`config.mk`:
```
export PLATFORM = sky130hd
export DESIGN_NAME = axis_datapath_scheduler
export DESIGN_NICKNAME = d
export VERILOG_FILES = /design/src/rtl/axis_datapath_scheduler.sv
export SDC_FILE = /design/constraint.sdc
export NUM_CORES = 1
export LEC_CHECK = 0
export ABC_AREA = 1
export BUFFER_PORTS_ARGS = -buffer_cell sky130_fd_sc_hd__buf_2
export CORE_UTILIZATION = 45
export CTS_CLUSTER_DIAMETER = 80
export DETAILED_ROUTE_END_ITERATION = 6
export HOLD_SLACK_MARGIN = 0.1
export PLACE_DENSITY = 0.74
export SYNTH_ARGS = -nofsm -noshare
export SYNTH_HDL_FRONTEND = slang
export SYNTH_SLANG_ARGS = --single-unit
```
`constraint.sdc`:
```
create_clock -name clk -period 2.4 [get_ports clk]
set_input_delay 0.12 -clock clk [delete_from_list [all_inputs] [get_ports clk]]
set_output_delay 0.12 -clock clk [all_outputs]
set_load 0.03 [all_outputs]
```
`src/rtl/axis_datapath_scheduler.sv`:
```
// Packet-level round-robin scheduler sharing one fixed-latency datapath between
// NUM_SRC AXI-Stream sources; results are tagged in order with the owning source ID.
module axis_datapath_scheduler #(
  parameter int NUM_SRC      = 4,
  parameter int DATA_WIDTH   = 8,
  parameter int MAX_INFLIGHT = 4,
  parameter int GAP_CYCLES   = 0,
  localparam int ID_W        = (NUM_SRC > 2) ? $clog2(NUM_SRC) : 1
) (
  input  logic                          clk,
  input  logic                          rst,
  input  logic [NUM_SRC*DATA_WIDTH-1:0] s_axis_tdata,
  input  logic [NUM_SRC-1:0]            s_axis_tvalid,
  input  logic [NUM_SRC-1:0]            s_axis_tlast,
  output logic [NUM_SRC-1:0]            s_axis_tready,
  output logic [DATA_WIDTH-1:0]         dp_tdata,
  output logic                          dp_tvalid,
  output logic                          dp_tlast,
  input  logic [DATA_WIDTH-1:0]         dp_res_tdata,
  input  logic                          dp_res_tvalid,
  input  logic                          dp_res_tlast,
  output logic [DATA_WIDTH-1:0]         m_axis_tdata,
  output logic                          m_axis_tvalid,
  output logic                          m_axis_tlast,
  output logic [ID_W-1:0]               m_axis_tdest,
  output logic                          busy,
  output logic                          err_unexpected
);

  localparam int PW = $clog2(MAX_INFLIGHT);
  localparam logic [7:0] GAP_LOAD = (GAP_CYCLES > 0) ? 8'(GAP_CYCLES - 1) : 8'd0;

  // state | meaning
  // IDLE  | waiting for a valid source and a free ID FIFO slot
  // XFER  | forwarding the granted source's packet to dp_*
  // GAP   | forced idle between packets, gap_cnt counts down to 0
  typedef enum logic [1:0] {IDLE = 2'd0, XFER = 2'd1, GAP = 2'd2} state_t;

  state_t                state_q, state_d;
  logic [ID_W-1:0]       grant_q, grant_d;
  logic [ID_W-1:0]       rr_ptr_q, rr_ptr_d;
  logic [7:0]            gap_cnt_q, gap_cnt_d;
  logic [ID_W-1:0]       pick_id, next_ptr;
  logic [ID_W:0]         rr_sum;
  logic                  pick_found;
  logic                  beat, beat_last, push, pop;

  logic [ID_W-1:0]       fifo_q [MAX_INFLIGHT];
  logic [PW-1:0]         wr_ptr_q, rd_ptr_q;
  logic [PW:0]           count_q;
  logic                  fifo_full, fifo_empty;

  logic [DATA_WIDTH-1:0] src_data [NUM_SRC];
  logic [DATA_WIDTH-1:0] dp_tdata_q, m_tdata_q;
  logic                  dp_tvalid_q, dp_tlast_q, m_tvalid_q, m_tlast_q, err_q;
  logic [ID_W-1:0]       m_tdest_q;

  for (genvar i = 0; i < NUM_SRC; i++) begin : g_src
    assign src_data[i] = s_axis_tdata[i*DATA_WIDTH +: DATA_WIDTH];
  end

  assign fifo_full  = (count_q == (PW+1)'(MAX_INFLIGHT));
  assign fifo_empty = (count_q == '0);
  assign beat       = (state_q == XFER) && s_axis_tvalid[grant_q];
  assign beat_last  = beat && s_axis_tlast[grant_q];
  assign next_ptr   = (grant_q == ID_W'(NUM_SRC - 1)) ? '0 : grant_q + 1'b1;
  assign pop        = dp_res_tvalid && dp_res_tlast && !fifo_empty;

  // First valid source at or after rr_ptr, wrapping modulo NUM_SRC
  always_comb begin
    rr_sum     = '0;
    pick_found = 1'b0;
    pick_id    = '0;
    for (int k = 0; k < NUM_SRC; k++) begin
      rr_sum = {1'b0, rr_ptr_q} + (ID_W+1)'(k);
      if (rr_sum >= (ID_W+1)'(NUM_SRC)) rr_sum = rr_sum - (ID_W+1)'(NUM_SRC);
      if (!pick_found && s_axis_tvalid[rr_sum[ID_W-1:0]]) begin
        pick_found = 1'b1;
        pick_id    = rr_sum[ID_W-1:0];
      end
    end
  end

  always_ff @(posedge clk or posedge rst) begin
    if (rst) begin
      state_q   <= IDLE;
      grant_q   <= '0;
      rr_ptr_q  <= '0;
      gap_cnt_q <= '0;
    end else begin
      state_q   <= state_d;
      grant_q   <= grant_d;
      rr_ptr_q  <= rr_ptr_d;
      gap_cnt_q <= gap_cnt_d;
    end
  end

  always_comb begin
    state_d   = state_q;
    grant_d   = grant_q;
    rr_ptr_d  = rr_ptr_q;
    gap_cnt_d = gap_cnt_q;
    push      = 1'b0;
    case (state_q)
      IDLE: begin
        if (pick_found && !fifo_full) begin
          grant_d = pick_id;
          push    = 1'b1;
          state_d = XFER;
        end
      end
      XFER: begin
        if (beat_last) begin
          rr_ptr_d = next_ptr;
          if (GAP_CYCLES > 0) begin
            state_d   = GAP;
            gap_cnt_d = GAP_LOAD;
          end else begin
            state_d = IDLE;
          end
        end
      end
      GAP: begin
        if (gap_cnt_q == 8'd0) state_d = IDLE;
        else gap_cnt_d = gap_cnt_q - 8'd1;
      end
      default: state_d = IDLE;
    endcase
  end

  always_comb begin
    s_axis_tready = '0;
    if (state_q == XFER) s_axis_tready[grant_q] = 1'b1;
    busy = (state_q != IDLE) || !fifo_empty;
  end

  always_ff @(posedge clk or posedge rst) begin
    if (rst) begin
      dp_tdata_q  <= '0;
      dp_tvalid_q <= 1'b0;
      dp_tlast_q  <= 1'b0;
    end else begin
      dp_tvalid_q <= beat;
      dp_tlast_q  <= beat_last;
      if (beat) dp_tdata_q <= src_data[grant_q];
    end
  end

  always_ff @(posedge clk) begin
    if (push) fifo_q[wr_ptr_q] <= pick_id;
  end

  always_ff @(posedge clk or posedge rst) begin
    if (rst) begin
      wr_ptr_q <= '0;
      rd_ptr_q <= '0;
      count_q  <= '0;
    end else begin
      if (push) wr_ptr_q <= wr_ptr_q + 1'b1;
      if (pop)  rd_ptr_q <= rd_ptr_q + 1'b1;
      case ({push, pop})
        2'b10:   count_q <= count_q + 1'b1;
        2'b01:   count_q <= count_q - 1'b1;
        default: count_q <= count_q;
      endcase
    end
  end

  // Results with no outstanding packet are still forwarded, tagged as source 0
  always_ff @(posedge clk or posedge rst) begin
    if (rst) begin
      m_tdata_q  <= '0;
      m_tvalid_q <= 1'b0;
      m_tlast_q  <= 1'b0;
      m_tdest_q  <= '0;
      err_q      <= 1'b0;
    end else begin
      m_tdata_q  <= dp_res_tdata;
      m_tvalid_q <= dp_res_tvalid;
      m_tlast_q  <= dp_res_tlast;
      m_tdest_q  <= fifo_empty ? '0 : fifo_q[rd_ptr_q];
      err_q      <= err_q | (dp_res_tvalid && dp_res_tlast && fifo_empty);
    end
  end

  assign dp_tdata       = dp_tdata_q;
  assign dp_tvalid      = dp_tvalid_q;
  assign dp_tlast       = dp_tlast_q;
  assign m_axis_tdata   = m_tdata_q;
  assign m_axis_tvalid  = m_tvalid_q;
  assign m_axis_tlast   = m_tlast_q;
  assign m_axis_tdest   = m_tdest_q;
  assign err_unexpected = err_q;

endmodule

```
==> impl.org, run 1 <==
** Setup path
- Critical path's slowest cell :: sky130_fd_sc_hd__dfrtp_2
- Critical path capture point type :: flop
- Critical path, cell by cell :: buf_6, nand2_1, nand2_1, nand2_1, nand2_2, nor2_4, nand3_2, nand2_4, ha_1, inv_1, fa_2, a21oi_1, o21ai_1, xnor2_1
- At the worst endpoint, the arrival time is around 2.4 ns.
- Crit path from :: rr_ptr_q[0]$_DFFE_PP0P_
- WP depth :: 14
- Largest stage delay on the critical path :: 0.47 ns
- Critical Path Start Type :: flop
- The worst register-to-register path has a depth of 14.
- On the critical path the largest part of the delay comes from simple AND/OR/NAND/NOR gates.
- Worst-path maximum fanout :: 8
- In this run the critical register-to-register path is launched from rr_ptr_q[0]$_DFFE_PP0P_.
- STA puts the critical path data required time at ~2.6 ns.
- CP most frequent cell :: sky130_fd_sc_hd__nand2_1
- The number of buffers and inverters on the critical path is 2.
- Path type of the worst setup path :: flop to flop

** Floorplanning
- The die is roughly 73 um tall.
- The region available for standard cell placement spans just under 0.005 mm^2.
- Floorplan die area :: 0.005377 mm^2
- Top-Level Pins :: 80
- The floorplan has 25 rows.
- Die Span X :: 73.33 um
- The initial utilization of the core area, before any placement, comes to 47.53%.

** Min path
- Hold path startpoint :: s_axis_tdata[26]
- Hold Path Class :: input port to flop
- The worst hold path was traced through 3 stages.

** STA
- After layout, the worst path uses 93.10% of the clock period.
- On the final layout, the worst hold slack is 0.1522 ns.
- For the final routed database, the setup TNS stands at 0 ns.
- Final worst clock skew :: 0.003610 ns
- Final setup fails :: 0
- Max frequency :: approximately 450 MHz
- The hold violation total from the final report is 0.
- Worst slew margin relative to its limit :: between 70% and 80%
- At the pin with the least slew margin, the transition time is between 0.4 and 0.5 ns.
- Final period demand of the worst path :: 2.234 ns
- Max-slew violation count :: 0
- Setup repair after global routing missed its margin :: no

** Route
- In the routed design, unresolved DRC markers number 0.
- Number of vias after detailed routing :: 2083
- The detail route stage leaves a number of antenna-violating nets equal to 0.
- WL final :: 5.262 mm
- Number of optimization iterations in the first detailed-route pass :: 6
- Number of DRC violations after detailed-routing iteration 0 :: 55
- Dividing the detail-routed via count by the number of cells gives about 4.7.
- Routed length per placed instance :: 11.99 um

** Layout
- Area growth from synthesis to layout :: 32.08%
- In the final layout, the share of cells above drive strength 1 is between 30% and 40%.
- Registers take 0.001119 mm^2.
- Number of filler instances in the final layout :: 430
- The multi-input combinational cells in the finished layout cover a total of approximately 1000 um^2.
- Nets :: 433
- Diode insertion count for antenna repair :: 0

** Clock tree
- Clock root cell :: sky130_fd_sc_hd__clkbuf_8
- Clock tree from TritonCTS :: done
- CTS saw 43 sinks.
- Counting the buffers created by CTS gives 5.
- Clock-pin slew was measured on the worst setup and hold paths at 0.08 ns.
- CTS built an H-tree with a depth of 2.
- Worst-case clock buffer depth :: 2
- Worst-Skew Late Latency :: approximately 0.29 ns

** Place
- The congestion estimate from routability-driven global placement came to just under 0.9.
- Half-perimeter wire length after detailed placement :: 3.709 mm
- Input and output buffers added on the ports amount to 79.

** GRT
- In the global route stage, overall resource usage came out at 21.79%.
- Global-route wire length before repair :: between 8 and 9 mm
- The total overflow left after global routing is 0.
- Largest net degree at the start of global routing :: 36
- Number of antenna violations at the first check in global routing :: 0
- The number of global-route vias before repair was 2098.

** Logic synthesis
- The share of the Yosys chip area taken by registers is 48.74%.
- Number of synthesis warnings :: 0
- Most area-consuming cells after synthesis :: sky130_fd_sc_hd__dfrtp_1 (38%), sky130_fd_sc_hd__edfxtp_1 (10%), sky130_fd_sc_hd__nor2_1 (9.2%), sky130_fd_sc_hd__nand2_1 (8.4%), sky130_fd_sc_hd__o21ai_0 (6.3%)
- Synthesis handed over a netlist of 275 instances.
- Library cell with the largest summed area after synthesis :: sky130_fd_sc_hd__dfrtp_1
- The synthesized design contains 8 enable-type register cells.
- Post-synthesis instance area :: 0.002290 mm^2
- In the synthesized netlist the dominant register cell turns out to be sky130_fd_sc_hd__dfrtp_1.
- In this run the mean area of a mapped cell was 8.326 um^2.
- Counting distinct cell types in the post-synthesis netlist gives 30.
- After synthesis the netlist holds a flip-flop and latch count of 43.
- Of all flip-flops after synthesis, the portion carrying an async set or reset was 81.40%.
- By instance count, the leading cell after synthesis is sky130_fd_sc_hd__nor2_1.
- Synthesized Nets :: 337
- Area fraction of the dominant cell type after synthesis :: 38.25%
- After synthesis, the most frequently instantiated cells are sky130_fd_sc_hd__nor2_1 (56), sky130_fd_sc_hd__nand2_1 (51), sky130_fd_sc_hd__dfrtp_1 (35).

** Status
- Outcome :: completed

** Power and ir drop
- Max rail drop VDD :: 0.7623 mV
- Pwr per Cell Area :: 1350 mW/mm^2
- Total power after layout :: 4.083 mW
- Leakage dissipation :: around 1.5 nW

** Job
- Max Cap Viol :: 0
## registers in the layout (all words and copies together) (netlist names), 2 cells and up
name          flops
m_axis_tdest      2
count_q           3
wr_ptr_q          2
fifo_q            8
dp_tdata          8
grant_q           2
m_axis_tdata      8
rr_ptr_q          2
rd_ptr_q          2
## cells in the final DEF (no fill, tap or decap), drive strengths merged, types with 2 or more instances in the layout
master       count
buf             88
nor2            57
nand2           56
dfrtp           35
o21ai           33
inv             30
dlygate4sd3     11
a31oi            9
ha               9
nand3            9
edfxtp           8
a21oi            7
clkbuf           6
xor2             3
xnor2            2
bufinv           2
## cell type report
cell class              instances  area share, %
clock buffers                   6          2.400
clock inverters                 2          1.986
inverters                      30          3.806
multi-input cells             192          32.97
flip-flops and latches         43          36.99
well taps                      67          2.772
repair buffers                 99          19.07
## power breakdown
part / total, mW / internal, mW / switching, mW
logic: 2.19 / 0.767 / 1.42
clock network: 0.655 / 0.416 / 0.239
registers: 1.24 / 1.06 / 0.180
total: 4.08 / 2.24 / 1.84
## per-stage QoR
step                      std cells  setup WS [ns]  utilization (%)  instance area, um^2
after CTS                       437        0.05522            62.23                 2998
after global placement          418         0.1888            57.19                 2755
after detailed placement        418        0.08805            57.19                 2755
after global routing            439        0.01471            62.78                 3024
final                           439         0.1657            62.78                 3024
after floorplan                 275         0.2486                -                 2290
## worst register-to-register path, cell delays in order (launching register included)
cell	delay (ns)
sky130_fd_sc_hd__dfrtp_2	0.47
sky130_fd_sc_hd__buf_6	0.16
sky130_fd_sc_hd__nand2_1	0.06
sky130_fd_sc_hd__nand2_1	0.08
sky130_fd_sc_hd__nand2_1	0.09
sky130_fd_sc_hd__nand2_2	0.07
sky130_fd_sc_hd__nor2_4	0.13
sky130_fd_sc_hd__nand3_2	0.09
sky130_fd_sc_hd__nand2_4	0.07
sky130_fd_sc_hd__ha_1	0.13
sky130_fd_sc_hd__inv_1	0.07
sky130_fd_sc_hd__fa_2	0.35
sky130_fd_sc_hd__a21oi_1	0.14
sky130_fd_sc_hd__o21ai_1	0.09
sky130_fd_sc_hd__xnor2_1	0.13
## layer usage
layer  vias to the layer above  routed length, um  track usage, %
li1                       1068                  -               -
met1                       960               2311           25.35
met2                        51               2707           40.53
met3                         4                194           4.252
met4                         0                 49           6.197
met5                         -                  0               0
## path summary, 6_finish.rpt
kind | endpoint | slack (ns)
setup reg to reg | count_q[2]$_DFFE_PP0P_ | 0.17
max in group asynchronous | rr_ptr_q[1]$_DFFE_PP0P_ | 1.59
hold / removal | dp_tdata[2]$_DFFE_PP0P_ | 0.15
hold reg to reg | err_unexpected$_DFF_PP0_ | 0.47
min in group asynchronous | m_axis_tdata[1]$_DFF_PP0_ | 0.48
setup / recovery | count_q[2]$_DFFE_PP0P_ | 0.17
## logic make-up (layout without fill, tap and decap cells)
group / after synthesis / in the layout / share of synthesized area, %
fa+ha+maj: 10 / 10 / 5.792
xor+xnor: 5 / 5 / 1.913
simple gates: 125 / 125 / 22.57
buf+inv: 40 / 137 / 7.814
flops: 43 / 43 / 48.74
compound gates: 52 / 52 / 13.17
## repair_timing
| action | 4_1_cts | 5_1_grt |
|---|---|---|
| gates resized for setup | 0 | 7 |
| endpoints found under the setup margin | 0 | 1 |
| hold buffers | 11 | 0 |
| endpoints found under the hold margin | 46 | 0 |
| buffers inserted | 0 | 2 |
No activity file was read; power rests on OpenSTA's default activity.
==> inputs of run 2 (changes only) <==
==> constraint.sdc (replaced) <==
create_clock -name clk -period 2.4 [get_ports clk]
set_input_delay 0.48 -clock clk [delete_from_list [all_inputs] [get_ports clk]]
set_output_delay 0.48 -clock clk [all_outputs]
set_load 0.03 [all_outputs]
==> run 2 against run 1 <==
Utilization shrank 1.2 points. Register-to-register slack got worse by 0.02 ns. Combinational power grew 5%. Global-route usage fell by 0.87 points. Non-clock buffer count shrank 9. Die area unchanged. Sequential share of layout area is 0.75 points higher. Fmax shrank 0.78%. First-iteration DRC count rose by 130%. Clock skew barely moved. Critical path type unchanged. Critical endpoint unchanged. Largest power group unchanged.
==> impl.org, run 2 (same netlist as run 1, synthesis figures left out) <==
** STA
- The final max-slew violation count is 0 (unchanged).
- The highest clock rate came to 444.0 MHz (-0.78%).
- The maximum clock skew at final layout was 0.003389 ns (-0.0002206 ns).
- The period utilization was 93.83% (+0.74 points).
- Final setup fails :: 0 (unchanged)
- Measured slew at the worst slew-check pin :: 0.4218 ns (-0.007879 ns)
- The final critical delay including setup and external delays was 2.252 ns (+0.01767 ns).
- The relative slew slack came to 71.88% (+0.53 points).
- Final hold violation count :: 0 (unchanged)
- The least setup slack across all paths after layout is 0.1480 ns (-0.01767 ns).

** GRT
- The initial antenna violation count was 0 (unchanged).
- The global route total overflow is 0 (unchanged).
- GR Layer Usage met1 :: 24.69% (-0.66 points)
- Overall Global Routing Usage :: 20.92% (-0.87 points)
- M3 GR Usage :: 3.567% (-0.69 points)
- Global-route wire length before repair :: 8.500 mm (-5.2%)
- Gr busiest metal :: met2
- Largest net degree at the start of global routing :: 36 (unchanged)
- The met2 capacity usage during global routing is 36.11% (-4.4 points).
- The number of global-route vias before repair came to 1942 (-7.4%).

** Route
- The post-route DRC violation count was 0 (unchanged).
- The total vias in the final route is 2060 (-1.1%).
- The number of detailed-routing iterations run before antenna repair came to 4 (-2).
- The average detailed-routed wire length per instance is 11.87 um (-0.93%).
- The wire length reported by the detailed router came to 5.106 mm (-3.0%).
- ANT nets after route :: 0 (unchanged)
- The number of design-rule violations left by the first detailed-router iteration is 129 (+130%).
- Vias per cell :: 4.791 (+0.97%)

** Setup path
- The required arrival time at the worst endpoint was 2.58 ns (about the same).
- Critical Path Start Type :: flop
- Walking the worst path, the cells encountered are buf_6, nand2_2, nand2_2, nand2_2, nand2_4, nor2_4, nand3_2, nand2_4, ha_4, inv_2, fa_2, a21oi_2, o21ai_1, xnor2_1.
- The largest stage delay on the critical path came to 0.47 ns (about the same).
- The startpoint identified for the worst register-to-register timing path is rr_ptr_q[0]$_DFFE_PP0P_.
- Critical path's slowest cell :: sky130_fd_sc_hd__dfrtp_2
- The critical path starts at rr_ptr_q[0]$_DFFE_PP0P_.
- Path type of the worst setup path :: flop to flop
- CP most frequent cell :: sky130_fd_sc_hd__nand2_2
- The arrival time of the worst setup path came to 2.44 ns (+0.03 ns).
- Worst-path maximum fanout :: 6 (-2)
- Critical path capture point type :: flop

** Floorplanning
- The I/O pin count was 80 (unchanged).
- Floorplan die area :: 0.005377 mm^2 (unchanged)
- The starting density of the core was 47.53% (unchanged).
- The number of standard-cell rows in the floorplan is 25 (unchanged).
- The vertical die dimension came to 73.33 um (unchanged).
- The placeable core area was 0.004817 mm^2 (unchanged).
- The x dimension of the die is 73.33 um (unchanged).

** Clock tree
- Worst-case clock buffer depth :: 2 (unchanged)
- The level count of the clock H-tree was 2 (unchanged).
- CTS sink count :: 43 (unchanged)
- The worst-skew pair later-pin latency is 0.30 ns (about the same).
- Clock tree from TritonCTS :: done
- The cell sitting at the root of the clock tree is a sky130_fd_sc_hd__clkbuf_8.
- Clock buffers created by TritonCTS :: 5 (unchanged)
- Quantity of hold-fixing buffers added after cts :: 0 (-11)
- The clock-pin slew reported for the worst setup and hold paths after clock tree synthesis came to 0.08 ns (about the same).

** Layout
- The fill cell instance count of the final layout is 452 (+5.1%).
- The library cell used most frequently in the layout, excluding fill and tap cells, is sky130_fd_sc_hd__buf_2.
- Core Util, Final :: 61.53% (-1.2 points)
- Diode insertion count for antenna repair :: 0 (unchanged)
- Compared with the post-synthesis result, the final layout area differs by 29.45%.
- The fraction of layout instances using a drive strength above 1 is 34.99% (+3.8 points).
- Top library cells by usage in the layout, fill and taps aside :: sky130_fd_sc_hd__buf_2 (79), sky130_fd_sc_hd__nor2_1 (56), sky130_fd_sc_hd__nand2_1 (45)
- Nets :: 424 (-2.1%)
- The finished layout cell area came to 0.002964 mm^2 (-2.0%).

** Place
- The placed cell area was 0.002763 mm^2 (+0.27%).
- Port buffer count :: 79 (unchanged)
- Worst setup slack after placement :: 0.02490 ns (-0.06316 ns)
- The last weighted congestion value of the routability-driven placer came to 0.9006 (+4.0%).
- Half-perimeter wire length after detailed placement :: 3.758 mm (+1.3%)

** Power and ir drop
- The static leakage is 1.504 nW (-2.3%).
- The ratio of total power to cell area came to 1404 mW/mm^2 (+4.0%).
- Max rail drop VDD :: 0.7323 mV (-3.9%)

** Min path
- The tightest min-delay check is of the input port to asynchronous set/reset pin type.

** Status
- The run finished with clean final reports.

** Job
- Max Cap Viol :: 0 (unchanged)
-- run 2: repair_timing --
action / CTS / global route
buffers inserted: 0 / 3
gates resized for setup: 0 / 20
endpoints found under the setup margin: 0 / 2
-- run 2: power breakdown --
| part | switching (mW) | leakage (nW) | internal [mW] |
|---|---|---|---|
| Clock | 0.244 | 0.0636 | 0.374 |
| Sequential | 0.183 | 0.479 | 1.06 |
| Combinational | 1.48 | 0.961 | 0.821 |
| Total | 1.91 | 1.50 | 2.25 |
-- run 2: layout make-up --
class | instances | area, um^2 | area share, %
Clock buffer | 7 | 97.59 | 3.293
Clock inverter | 1 | 30.03 | 1.013
Inverter | 30 | 115.1 | 3.883
Multi-Input combinational cell | 192 | 1033 | 34.87
Sequential cell | 43 | 1119 | 37.74
Tap cell | 67 | 83.83 | 2.828
Timing Repair Buffer | 90 | 485.5 | 16.38
-- run 2: critical path, delay by kind of cell (launching register included) --
family,cells,cell delay [ns]
XOR/XNOR,1,0.13
buffers and inverters,2,0.20
flip-flops,1,0.47
AO/OA/AOI/OAI,2,0.19
adder cells (fa/ha/maj),2,0.49
AND/OR/NAND/NOR,7,0.65
-- run 2: per-stage QoR --
step                      total power [mW]  hold WS (ns)  std cells  TNS (ns)
final                                4.162        0.2599        430         0
after floorplan                      2.855        0.4596        275         0
after global placement               3.310        0.4464        419         0
after CTS                            4.007        0.2816        427         0
after detailed placement             3.383        0.4530        419         0
after global routing                 4.490        0.2795        430  -0.02172
-- run 2: path summary, 6_finish.rpt --
kind | to | slack (ns) | cells past startpoint
worst min register to register | err_unexpected$_DFF_PP0_ | 0.47 | 1
min in group clk | m_axis_tdata[7]$_DFF_PP0_ | 0.28 | 1
worst max-delay path | count_q[2]$_DFFE_PP0P_ | 0.15 | 14
max in group asynchronous | rr_ptr_q[1]$_DFFE_PP0P_ | 1.81 | 3
worst max register to register | count_q[2]$_DFFE_PP0P_ | 0.15 | 14
worst min-delay path | m_axis_tdata[1]$_DFF_PP0_ | 0.26 | 3
-- run 2: routing by layer --
layer | vias up | part of all wire [%]
li1 | 1052 | -
met3 | 11 | 4.1
met2 | 55 | 51
met4 | 0 | 2.6
met1 | 942 | 42
met5 | - | 0
